## config.mk

```make
export PLATFORM = sky130hd
export DESIGN_NAME = regfile_wb_ctrl
export DESIGN_NICKNAME = d
export VERILOG_FILES = /design/src/rtl/regfile_pkg.sv /design/src/rtl/regfile_wb_ctrl_rr_arb2.sv /design/src/rtl/regfile_wb_ctrl.sv
export SDC_FILE = /design/constraint.sdc
export NUM_CORES = 1
export LEC_CHECK = 0
export CORE_MARGIN = 2
export CORE_UTILIZATION = 37
export CTS_CLUSTER_SIZE = 30
export DETAILED_ROUTE_END_ITERATION = 8
export PLACE_DENSITY = 0.88
export RECOVER_POWER = 100
export SETUP_SLACK_MARGIN = 0.4
export SYNTH_ARGS = -nofsm -noshare
export SYNTH_HDL_FRONTEND = slang
export SYNTH_HIERARCHICAL = 1
export SYNTH_SLANG_ARGS = --single-unit
```

## constraint.sdc

```tcl
create_clock -name clk -period 2.3 [get_ports clk]
set_clock_uncertainty 0.1 [all_clocks]
set_input_delay 0.69 -clock clk [delete_from_list [all_inputs] [get_ports clk]]
set_output_delay 0.69 -clock clk [all_outputs]
set_load 0.02 [all_outputs]
```

## src/rtl/regfile_pkg.sv

```systemverilog
// Shared constants and types for the register-file write-side controller.
package regfile_pkg;

  localparam int XLEN     = 32;
  localparam int REG_AW   = 5;
  localparam int NUM_REGS = 1 << REG_AW;

  typedef enum logic {
    ST_INIT = 1'b0,
    ST_RUN  = 1'b1
  } wb_state_t;

  typedef struct packed {
    logic              valid;
    logic [REG_AW-1:0] addr;
    logic [XLEN-1:0]   data;
  } wb_req_t;

endpackage

```

## src/rtl/regfile_wb_ctrl_rr_arb2.sv

```systemverilog
// Two-way round-robin arbiter; the pointer moves past the winner on every grant.
module rr_arb2 (
  input  logic       clk,
  input  logic       rst_n,
  input  logic       en,
  input  logic [1:0] req,
  output logic [1:0] gnt
);

  // ptr_q = 0 favours port 0 on a tie, 1 favours port 1
  logic ptr_q, ptr_d;

  always_comb begin
    gnt   = 2'b00;
    ptr_d = ptr_q;
    if (en) begin
      if (&req) gnt = ptr_q ? 2'b10 : 2'b01;
      else      gnt = req;
    end
    if (|gnt) ptr_d = gnt[0];
  end

  always_ff @(posedge clk or negedge rst_n) begin
    if (!rst_n) ptr_q <= 1'b0;
    else        ptr_q <= ptr_d;
  end

endmodule

```

## src/rtl/regfile_wb_ctrl.sv

```systemverilog
// Register-file write port controller: post-reset zero-fill, then round-robin
// writeback arbitration between the ALU (port 0) and load (port 1) paths.
module regfile_wb_ctrl
  import regfile_pkg::*;
#(
  parameter int XLEN   = 32,
  parameter int REG_AW = 5
) (
  input  logic              clk,
  input  logic              rst_n,
  input  logic              alu_valid,
  input  logic [REG_AW-1:0] alu_addr,
  input  logic [XLEN-1:0]   alu_data,
  output logic              alu_ready,
  input  logic              mem_valid,
  input  logic [REG_AW-1:0] mem_addr,
  input  logic [XLEN-1:0]   mem_data,
  output logic              mem_ready,
  input  logic              freeze,
  output logic              w,
  output logic [REG_AW-1:0] write_addr,
  output logic [XLEN-1:0]   write_val,
  output logic              init_done
);

  wb_state_t         state_q, state_d;
  logic [REG_AW:0]   init_cnt_q, init_cnt_d;
  logic              w_q, w_d;
  logic [REG_AW-1:0] write_addr_q, write_addr_d;
  logic [XLEN-1:0]   write_val_q, write_val_d;
  logic              arb_en;
  logic [1:0]        gnt;

  assign arb_en = (state_q == ST_RUN) && !freeze;

  rr_arb2 u_arb (
    .clk   (clk),
    .rst_n (rst_n),
    .en    (arb_en),
    .req   ({mem_valid, alu_valid}),
    .gnt   (gnt)
  );

  always_comb begin
    state_d      = state_q;
    init_cnt_d   = init_cnt_q;
    w_d          = 1'b0;
    write_addr_d = write_addr_q;
    write_val_d  = write_val_q;
    if (state_q == ST_INIT) begin
      // The extra counter bit marks the idle cycle after the last fill write.
      if (init_cnt_q[REG_AW]) begin
        state_d = ST_RUN;
      end else begin
        w_d          = 1'b1;
        write_addr_d = init_cnt_q[REG_AW-1:0];
        write_val_d  = '0;
        init_cnt_d   = init_cnt_q + {{REG_AW{1'b0}}, 1'b1};
      end
    end else begin
      if (gnt[0]) begin
        write_addr_d = alu_addr;
        write_val_d  = alu_data;
        w_d          = (alu_addr != '0);
      end else if (gnt[1]) begin
        write_addr_d = mem_addr;
        write_val_d  = mem_data;
        w_d          = (mem_addr != '0);
      end
    end
  end

  always_ff @(posedge clk or negedge rst_n) begin
    if (!rst_n) begin
      state_q      <= ST_INIT;
      init_cnt_q   <= '0;
      w_q          <= 1'b0;
      write_addr_q <= '0;
      write_val_q  <= '0;
    end else begin
      state_q      <= state_d;
      init_cnt_q   <= init_cnt_d;
      w_q          <= w_d;
      write_addr_q <= write_addr_d;
      write_val_q  <= write_val_d;
    end
  end

  assign alu_ready  = gnt[0];
  assign mem_ready  = gnt[1];
  assign w          = w_q;
  assign write_addr = write_addr_q;
  assign write_val  = write_val_q;
  assign init_done  = (state_q == ST_RUN);

endmodule

```

**Word-level counts from Yosys, hierarchy flattened**

Index checks and enable logic that the tools add are counted.

- Register bits after elaboration: 46

- Add/sub/neg operators: 1
- Eq/ne operators: 2
- Muxes and demuxes: 18
- Bitwise gates (word level): 2
- Reductions and logical operators: 8

Operators with widths:

| kind | number |
|---|---|
| two-way mux 32 bit | 4 |
| two-way mux 5 bit | 4 |
| nonzero test 5 bit | 2 |
| adder 6 x 1 -> 6 bit (second input constant) | 1 |
| two-way mux 1 bit | 6 |
| two-way mux 2 bit | 3 |
| two-way mux 6 bit | 1 |
| AND reduction 2 bit | 3 |
| inequality test 3 x 1 -> 1 bit (second input constant) | 1 |
| inequality test 2 bit (second input constant) | 1 |
| inverter 1 bit | 2 |
| OR reduction 2 bit | 1 |
| logical AND 1 bit | 1 |
| zero test 1 bit | 1 |

**Longest topological paths before layout**

Gate-level depths: netlist of the first run.

- Word-level depth: 6
- Gate-level depth with buffers: 11
- Depth with buffers taken out: 6

**Modules after synthesis**

The synthesis of the first run kept the hierarchy.

Modules (own cells, without submodules):

| module | instances | cells each | area each (um^2) | sequential area each (um^2) |
|---|---|---|---|---|
| regfile_wb_ctrl | 1 | 238 | 2436.1 | 1126.1 |
| rr_arb2 | 1 | 8 | 61.3 | 25.0 |

**Worst setup path before layout of the first run**

OpenSTA, ideal clock, no wires.

- Path type: reg-to-reg
- From: register state_q (netlist: init_done)
- To: register write_val_q[28] (netlist: write_val[28])
- Library setup time: 0.119 ns
- Arrival: 2.689 ns
- Required time: 2.081 ns
- Slack: -0.608 ns
- Cell stages (with the launch flop): 12
- Buffers on the path: 5
- Period minus slack after synthesis: 2.908 ns
- Cells stage by stage: dfrtp_1 > buf_2 > buf_1 > nor2b_1 > nand2_1 > a21oi_1 > buf_6 > buf_4 > buf_2 > mux2_2 > nand3_1 > o21ai_2

- Word-level cells in the longest chain between the ends: 4
- Elaborated cells on any way between the ends: 7

Ends and longest elaborated chain:

| element | line | RTL |
|---|---|---|
| start: declaration | regfile_wb_ctrl.sv:26 | `wb_state_t state_q, state_d;` |
| start signal: assignment | regfile_wb_ctrl.sv:81 | `state_q <= state_d;` |
| logical AND 1 bit * | regfile_wb_ctrl.sv:34 | `assign arb_en = (state_q == ST_RUN) && !freeze;` |
| net arb_en | regfile_wb_ctrl.sv:31 | `logic arb_en;` |
| two-way mux 2 bit * | regfile_wb_ctrl_rr_arb2.sv:16 | `if (en) begin` |
| net alu_ready | regfile_wb_ctrl.sv:14 | `output logic alu_ready,` |
| inequality test 3 x 1 -> 1 bit (no line) / two-way mux 32 bit (equally long branches) | -- |  |
| AND reduction 2 bit (no line) / two-way mux 32 bit (equally long branches) | -- |  |
| end signal: assignment | regfile_wb_ctrl.sv:85 | `write_val_q <= write_val_d;` |
| end: declaration | regfile_wb_ctrl.sv:30 | `logic [XLEN-1:0] write_val_q, write_val_d;` |

The timed path passes the listed nets; every way through them passes the cells marked *.
A chain may end at the register's enable or synchronous reset.

**Final worst setup path of the first run**

- From: input port freeze
- To: output port alu_ready

- Word-level cells in the longest chain between the ends: 3

Ends and longest elaborated chain:

| element | line | RTL |
|---|---|---|
| start: declaration | regfile_wb_ctrl.sv:19 | `input logic freeze,` |
| zero test 1 bit | regfile_wb_ctrl.sv:34 |  |
| logical AND 1 bit | regfile_wb_ctrl.sv:34 |  |
| net arb_en | regfile_wb_ctrl.sv:31 |  |
| two-way mux 2 bit | regfile_wb_ctrl_rr_arb2.sv:16 |  |
| end: declaration | regfile_wb_ctrl.sv:14 |  |

The timed path passes the listed nets, and every way through them passes these cells.

==> results of run 1 <==
final cells by class:
type / count / area [um2]
Clock inverter: 3 / 21.27
Inverter: 33 / 123.9
Sequential cell: 46 / 1152
Timing Repair Buffer: 150 / 1595
Fill cell: 509 / 1967
Clock buffer: 5 / 68.82
Multi-Input combinational cell: 149 / 1398
Tap cell: 77 / 96.34
cell usage after synthesis, drive strengths merged, types with 3 or more instances:
| library cell | number |
|---|---|
| mux2 | 37 |
| mux2i | 4 |
| clkbuf | 4 |
| inv | 33 |
| xnor2 | 3 |
| nor2 | 6 |
| dfrtp | 46 |
| o21ai | 32 |
| nand2 | 5 |
| nand3 | 31 |
| buf | 14 |
| a21oi | 7 |
flip-flops by register name, indices dropped and copies added (netlist names):
| name | cells |
|---|---|
| write_val | 32 |
| init_cnt_q | 6 |
| write_addr | 5 |
| init_done | 1 |
| u_arb/ptr_q | 1 |
| w | 1 |
worst min path at each step:
stage | startpoint | to | slack (ns) | cells after the start
CTS | rst_n | write_val[14] | 0.29 | 1
detailed placement | init_cnt_q[4] | init_cnt_q[4] | 0.39 | 1
global placement | init_cnt_q[4] | init_cnt_q[4] | 0.39 | 1
finish | init_cnt_q[4] | init_cnt_q[4] | 0.41 | 1
floorplan | rst_n | init_cnt_q[0] | 0.29 | 0
global route | write_val[6] | write_val[6] | 0.43 | 1
cell families after synthesis:
kind of cell | count (synthesis) | synth area share (%)
multiplexers | 41 | 18.74
buffers and inverters | 51 | 9.469
XOR/XNOR | 4 | 1.403
AND/OR/NAND/NOR | 56 | 11.67
flip-flops | 46 | 46.09
adder cells (fa/ha/maj) | 1 | 0.5009
AO/OA/AOI/OAI | 47 | 12.13
per-layer routing:
layer  vias up  wire [um]  track usage, %
li1       1122          -               -
met5         -          0               0
met1      1122       3357           23.15
met2        91       4140           32.98
met3        13        489           3.465
met4         0        155           5.195
through the flow:
step	power (mW)	setup slack, ns
floorplan	1.538	0.05435
global placement	2.026	-0.6367
detailed placement	2.054	-0.6401
CTS	2.495	0.1969
global route	2.738	0.09716
finish	2.600	0.1489
power breakdown:
| group | switching, mW | internal, mW |
|---|---|---|
| Combinational | 0.531 | 0.540 |
| Clock | 0.293 | 0.214 |
| Sequential | 0.0757 | 0.947 |
| Total | 0.899 | 1.70 |
repair_timing:
item                       CTS  global route
resized for setup           80            74
hold endpoints to repair     0             0
setup endpoints to repair   79            39
pin swaps                    1             3
cloned                       1             8
setup buffers                1             8
==> results.toml, run 1 <==
[place]
gp_congestion = 0.7462
dp_cells = 437
dpl_cell_area_um2 = 3845
dp_hpwl_um = 5122
portBuffers = 119

[min_path]
hold_class = "flop to flop"

[floorplan]
start_util_pct = 38.89
die_area_um2 = 7423
die_h_um = 86.16
die_x_um = 86.16
core_region_area_um2 = 6422
fp-row-count = 29
io_pins = 120

[layout]
stdcell_count = 463
layout_common_cells = "clkdlybuf4s50_1, dfrtp_1, dlygate4sd2_1, inv_1, mux2_2"
nets = 465
drive_above_1_share_pct = 33.94
final_area_um2 = 4456
syn_to_final_growth_pct = 78.41
layout_commonest_cell = "clkdlybuf4s50_1"
diodes = 0
fin_util_pct = 69.37

[critical_path]
crit_chain = "buf_6, nor2b_4, nand2_1, a21oi_4, buf_6"
r2r_cells = 8
crit_path_end_kind = "output port"
cpLargestDelayFamily = "buffers and inverters"
rrSetupSlack_ns = 0.18
crit_path_end = "alu_ready"
critPathMaxStageDelay_ns = 0.20
r2r-end = "write_val[29]"
cp_max_fo = 3
critPathLaunchType = "input pin"
cp.buffers_inverters = 2
path_depth = 5
critPathRequiredTime_ns = 1.51
cpMostUsedCell = "buf_6"
rr_startpoint = "init_done"
cpMaxStageDelayCell = "a21oi_4"
crit_arrival_ns = 1.36
critPathKind = "input pin to output port"
startpoint = "freeze"

[synthesis]
yosys.area.top_type = "dfrtp_1"
yosysWarnings = 6
synth_nets = 326
synth-async-reset-ratio_pct = 100.0
synth_cell_types = 38
synth_edf_count = 0
synthesis.area_um2 = 2497
netlist_instances = 246
ys.flop_type = "dfrtp_1"
postSynthAreaPerCell_um2 = 10.15
synth-seq-cells = 46
yosysSeqAreaShare_pct = 46.09
ys_top_cells_by_area = "dfrtp_1, mux2_2, nand3_1"
synthDominantCellAreaShare_pct = 46.09

[route]
ant_nets = 0
drcViolationCount = 0
vias = 2348
drt_first_iter_violations = 77
vias_per_cell = 5.071
wire_per_inst_um = 17.59
wl_um = 8142
dr.pass1.iters = 4

[clock_tree]
clock_sinks = 46
clk_latency_ns = 0.30
cts_hold_buf = 0
ctsRootBufferMaster = "clkbuf_8"
clkTransAtPathRegs_ns = 0.09
numCtsBuffers = 5
max-clock-path-buffers = 2
h-tree-depth = 2
cts_tree = "done"

[sta]
tns_ns = 0
post-route-min-period_ns = 2.151
fin_crit_sh_pct = 93.53
hold_violations = 0
fin_hold_ws_ns = 0.4064
max-slew-margin-rel_pct = -0.08408
setup_viol = 0
fmax_mhz = 464.9
drv_slew = 23
rsz0062_at_grt = "true"
worst_pin_slew_ns = 1.501

[grt]
grt_antenna_before_repair = 0
grt_pass1_wl_um = 10960
grt_max_degree = 28
grt_pass1_vias = 2292
grt.total_usage_pct = 18.64
grt-ovfl-total = 0

[run_status]
status = "finished with violations"
violations = "capacitance limit, slew limit"

[pwr]
irDropWorstVdd_mv = 0.3009
cellLeakagePower_nw = 1.994
p_per_area_nw_per_um2 = 583.6

[flow_run]
maxCapViolCount = 1
(Power assumes the default switching activity.)
==> run 2: changes to the inputs <==
--- a/config.mk
+++ b/config.mk
@@ -6,10 +6,10 @@
 export NUM_CORES = 1
 export LEC_CHECK = 0
 export CORE_MARGIN = 2
-export CORE_UTILIZATION = 37
+export CORE_UTILIZATION = 44
 export CTS_CLUSTER_SIZE = 30
 export DETAILED_ROUTE_END_ITERATION = 8
-export PLACE_DENSITY = 0.88
+export PLACE_DENSITY = 0.95
 export RECOVER_POWER = 100
 export SETUP_SLACK_MARGIN = 0.4
 export SYNTH_ARGS = -nofsm -noshare
==> constraint.sdc (replaced) <==
create_clock -name clk -period 2.7 [get_ports clk]
set_clock_uncertainty 0.1 [all_clocks]
set_input_delay 0.81 -clock clk [delete_from_list [all_inputs] [get_ports clk]]
set_output_delay 0.81 -clock clk [all_outputs]
set_load 0.02 [all_outputs]
==> run 2 against run 1 <==
The flow now finishes without violations; worst hold slack worse by 0.013 ns; combinational power is 28% lower; count of clock-buffer cells in the layout is 1 higher; worst setup slack better by 0.076 ns; sequential cell count stayed put; via count is 2.9% lower; critical path type unchanged; critical endpoint is now mem_ready; highest routed layer unchanged.
==> results.toml, run 2 (synthesized netlist as in run 1, its figures left out) <==
[run_status]
status = "finished, final reports clean"

[route]
dr.pass1.iters = 4
wire_per_inst_um = 15.15
ant_nets = 0
drcViolationCount = 0
vias = 2279
vias_per_cell = 5.215
drt_first_iter_violations = 101
wl_um = 6622

[grt]
grt_pass1_wl_um = 10290
grt_pass1_vias = 2263
grt_max_degree = 48
grt-ovfl-total = 0
grt_antenna_before_repair = 0
grt.total_usage_pct = 21.00

[floorplan]
start_util_pct = 45.35
die_x_um = 79.34
core_region_area_um2 = 5507
die_area_um2 = 6295
die_h_um = 79.34
fp-row-count = 27
io_pins = 120

[clock_tree]
clkTransAtPathRegs_ns = 0.08
h-tree-depth = 2
max-clock-path-buffers = 2
cts_tree = "done"
clock_sinks = 46
numCtsBuffers = 5
clk_latency_ns = 0.29
ctsRootBufferMaster = "clkbuf_8"

[critical_path]
cpLargestDelayFamily = "compound AO/OA/AOI/OAI gates"
critPathLaunchType = "input pin"
critPathRequiredTime_ns = 1.79
critPathMaxStageDelay_ns = 0.29
cp_max_fo = 3
cp.buffers_inverters = 2
crit_chain = "clkbuf_1, nor2b_4, nand2_2, a21oi_1, buf_6"
crit_path_end_kind = "output port"
cpMaxStageDelayCell = "a21oi_1"
crit_arrival_ns = 1.56
critPathKind = "input pin to output port"

[layout]
drive_above_1_share_pct = 19.18
fin_util_pct = 69.92
stdcell_count = 437
layout_common_cells = "clkdlybuf4s50_1, dfrtp_1, dlygate4sd3_1, mux2_2, inv_1"
layout_commonest_cell = "clkdlybuf4s50_1"
syn_to_final_growth_pct = 54.16
final_area_um2 = 3850
diodes = 0
fill_cells = 411
nets = 446
largest_reg_flops = 32

[sta]
post-route-min-period_ns = 2.475
worst_pin_slew_ns = 0.9640
fin_crit_sh_pct = 91.66
fmax_mhz = 404.1
hold_violations = 0
tns_ns = 0
max-slew-margin-rel_pct = 35.73
rsz0062_at_grt = "true"
drv_slew = 0
setup_viol = 0

[min_path]
hold_class = "flop to flop"

[place]
portBuffers = 119
dp_cells = 429
dp_hpwl_um = 4883
dpl_cell_area_um2 = 3796
gp_congestion = 0.7767

[pwr]
irDropWorstVdd_mv = 0.2723
p_per_area_nw_per_um2 = 532.9
finalPower_mw = 2.051
cellLeakagePower_nw = 1.679

[flow_run]
maxCapViolCount = 0
## run 2: layout make-up
class	count	area [um2]	area share, %
clock buffer	6	82.58	2.145
inverter	33	123.9	3.217
multi-input combinational	149	1099	28.53
sequential	46	1152	29.93
tap	72	90.09	2.340
timing repair buffer	131	1303	33.83
## run 2: worst paths after layout
path                            cells after the start     startpoint             to  slack, ns
worst max register to register                      7      init_done  write_addr[2]       0.43
worst max-delay path                                5         freeze      mem_ready       0.23
min in group asynchronous                           1          rst_n  write_val[12]       0.56
max in group asynchronous                           2          rst_n  init_cnt_q[2]       1.07
worst min register to register                      1  write_addr[0]  write_addr[0]       0.39
worst min-delay path                                1  write_addr[0]  write_addr[0]       0.39
## run 2: through the flow
| stage | setup WS (ns) | hold slack, ns |
|---|---|---|
| floorplan | 0.3597 | 0.3678 |
| global placement | -0.5512 | 0.3862 |
| detailed placement | -0.5741 | 0.4005 |
| CTS | 0.3105 | 0.4218 |
| global route | 0.1846 | 0.4268 |
| finish | 0.2251 | 0.3932 |
## run 2: what timing repair did
action	CTS	global route
pin swaps	1	0
gates resized for setup	28	4
buffers inserted	2	0
hold buffers	0	0
endpoints found under the setup margin	41	7
## run 2: per-layer routing
metal / share of wire (%) / track usage, % / up-vias
li1: - / - / 1072
met1: 40 / 24.14 / 1099
met2: 50 / 37.88 / 100
met3: 8.1 / 6.250 / 8
met4: 1.1 / 5.690 / 0
met5: 0 / 0 / -
## run 2: where the power goes
group	switching (mW)	internal [mW]	leakage (nW)
sequential	0.0602	0.807	0.559
clock	0.214	0.198	0.0431
combinational	0.378	0.395	1.08
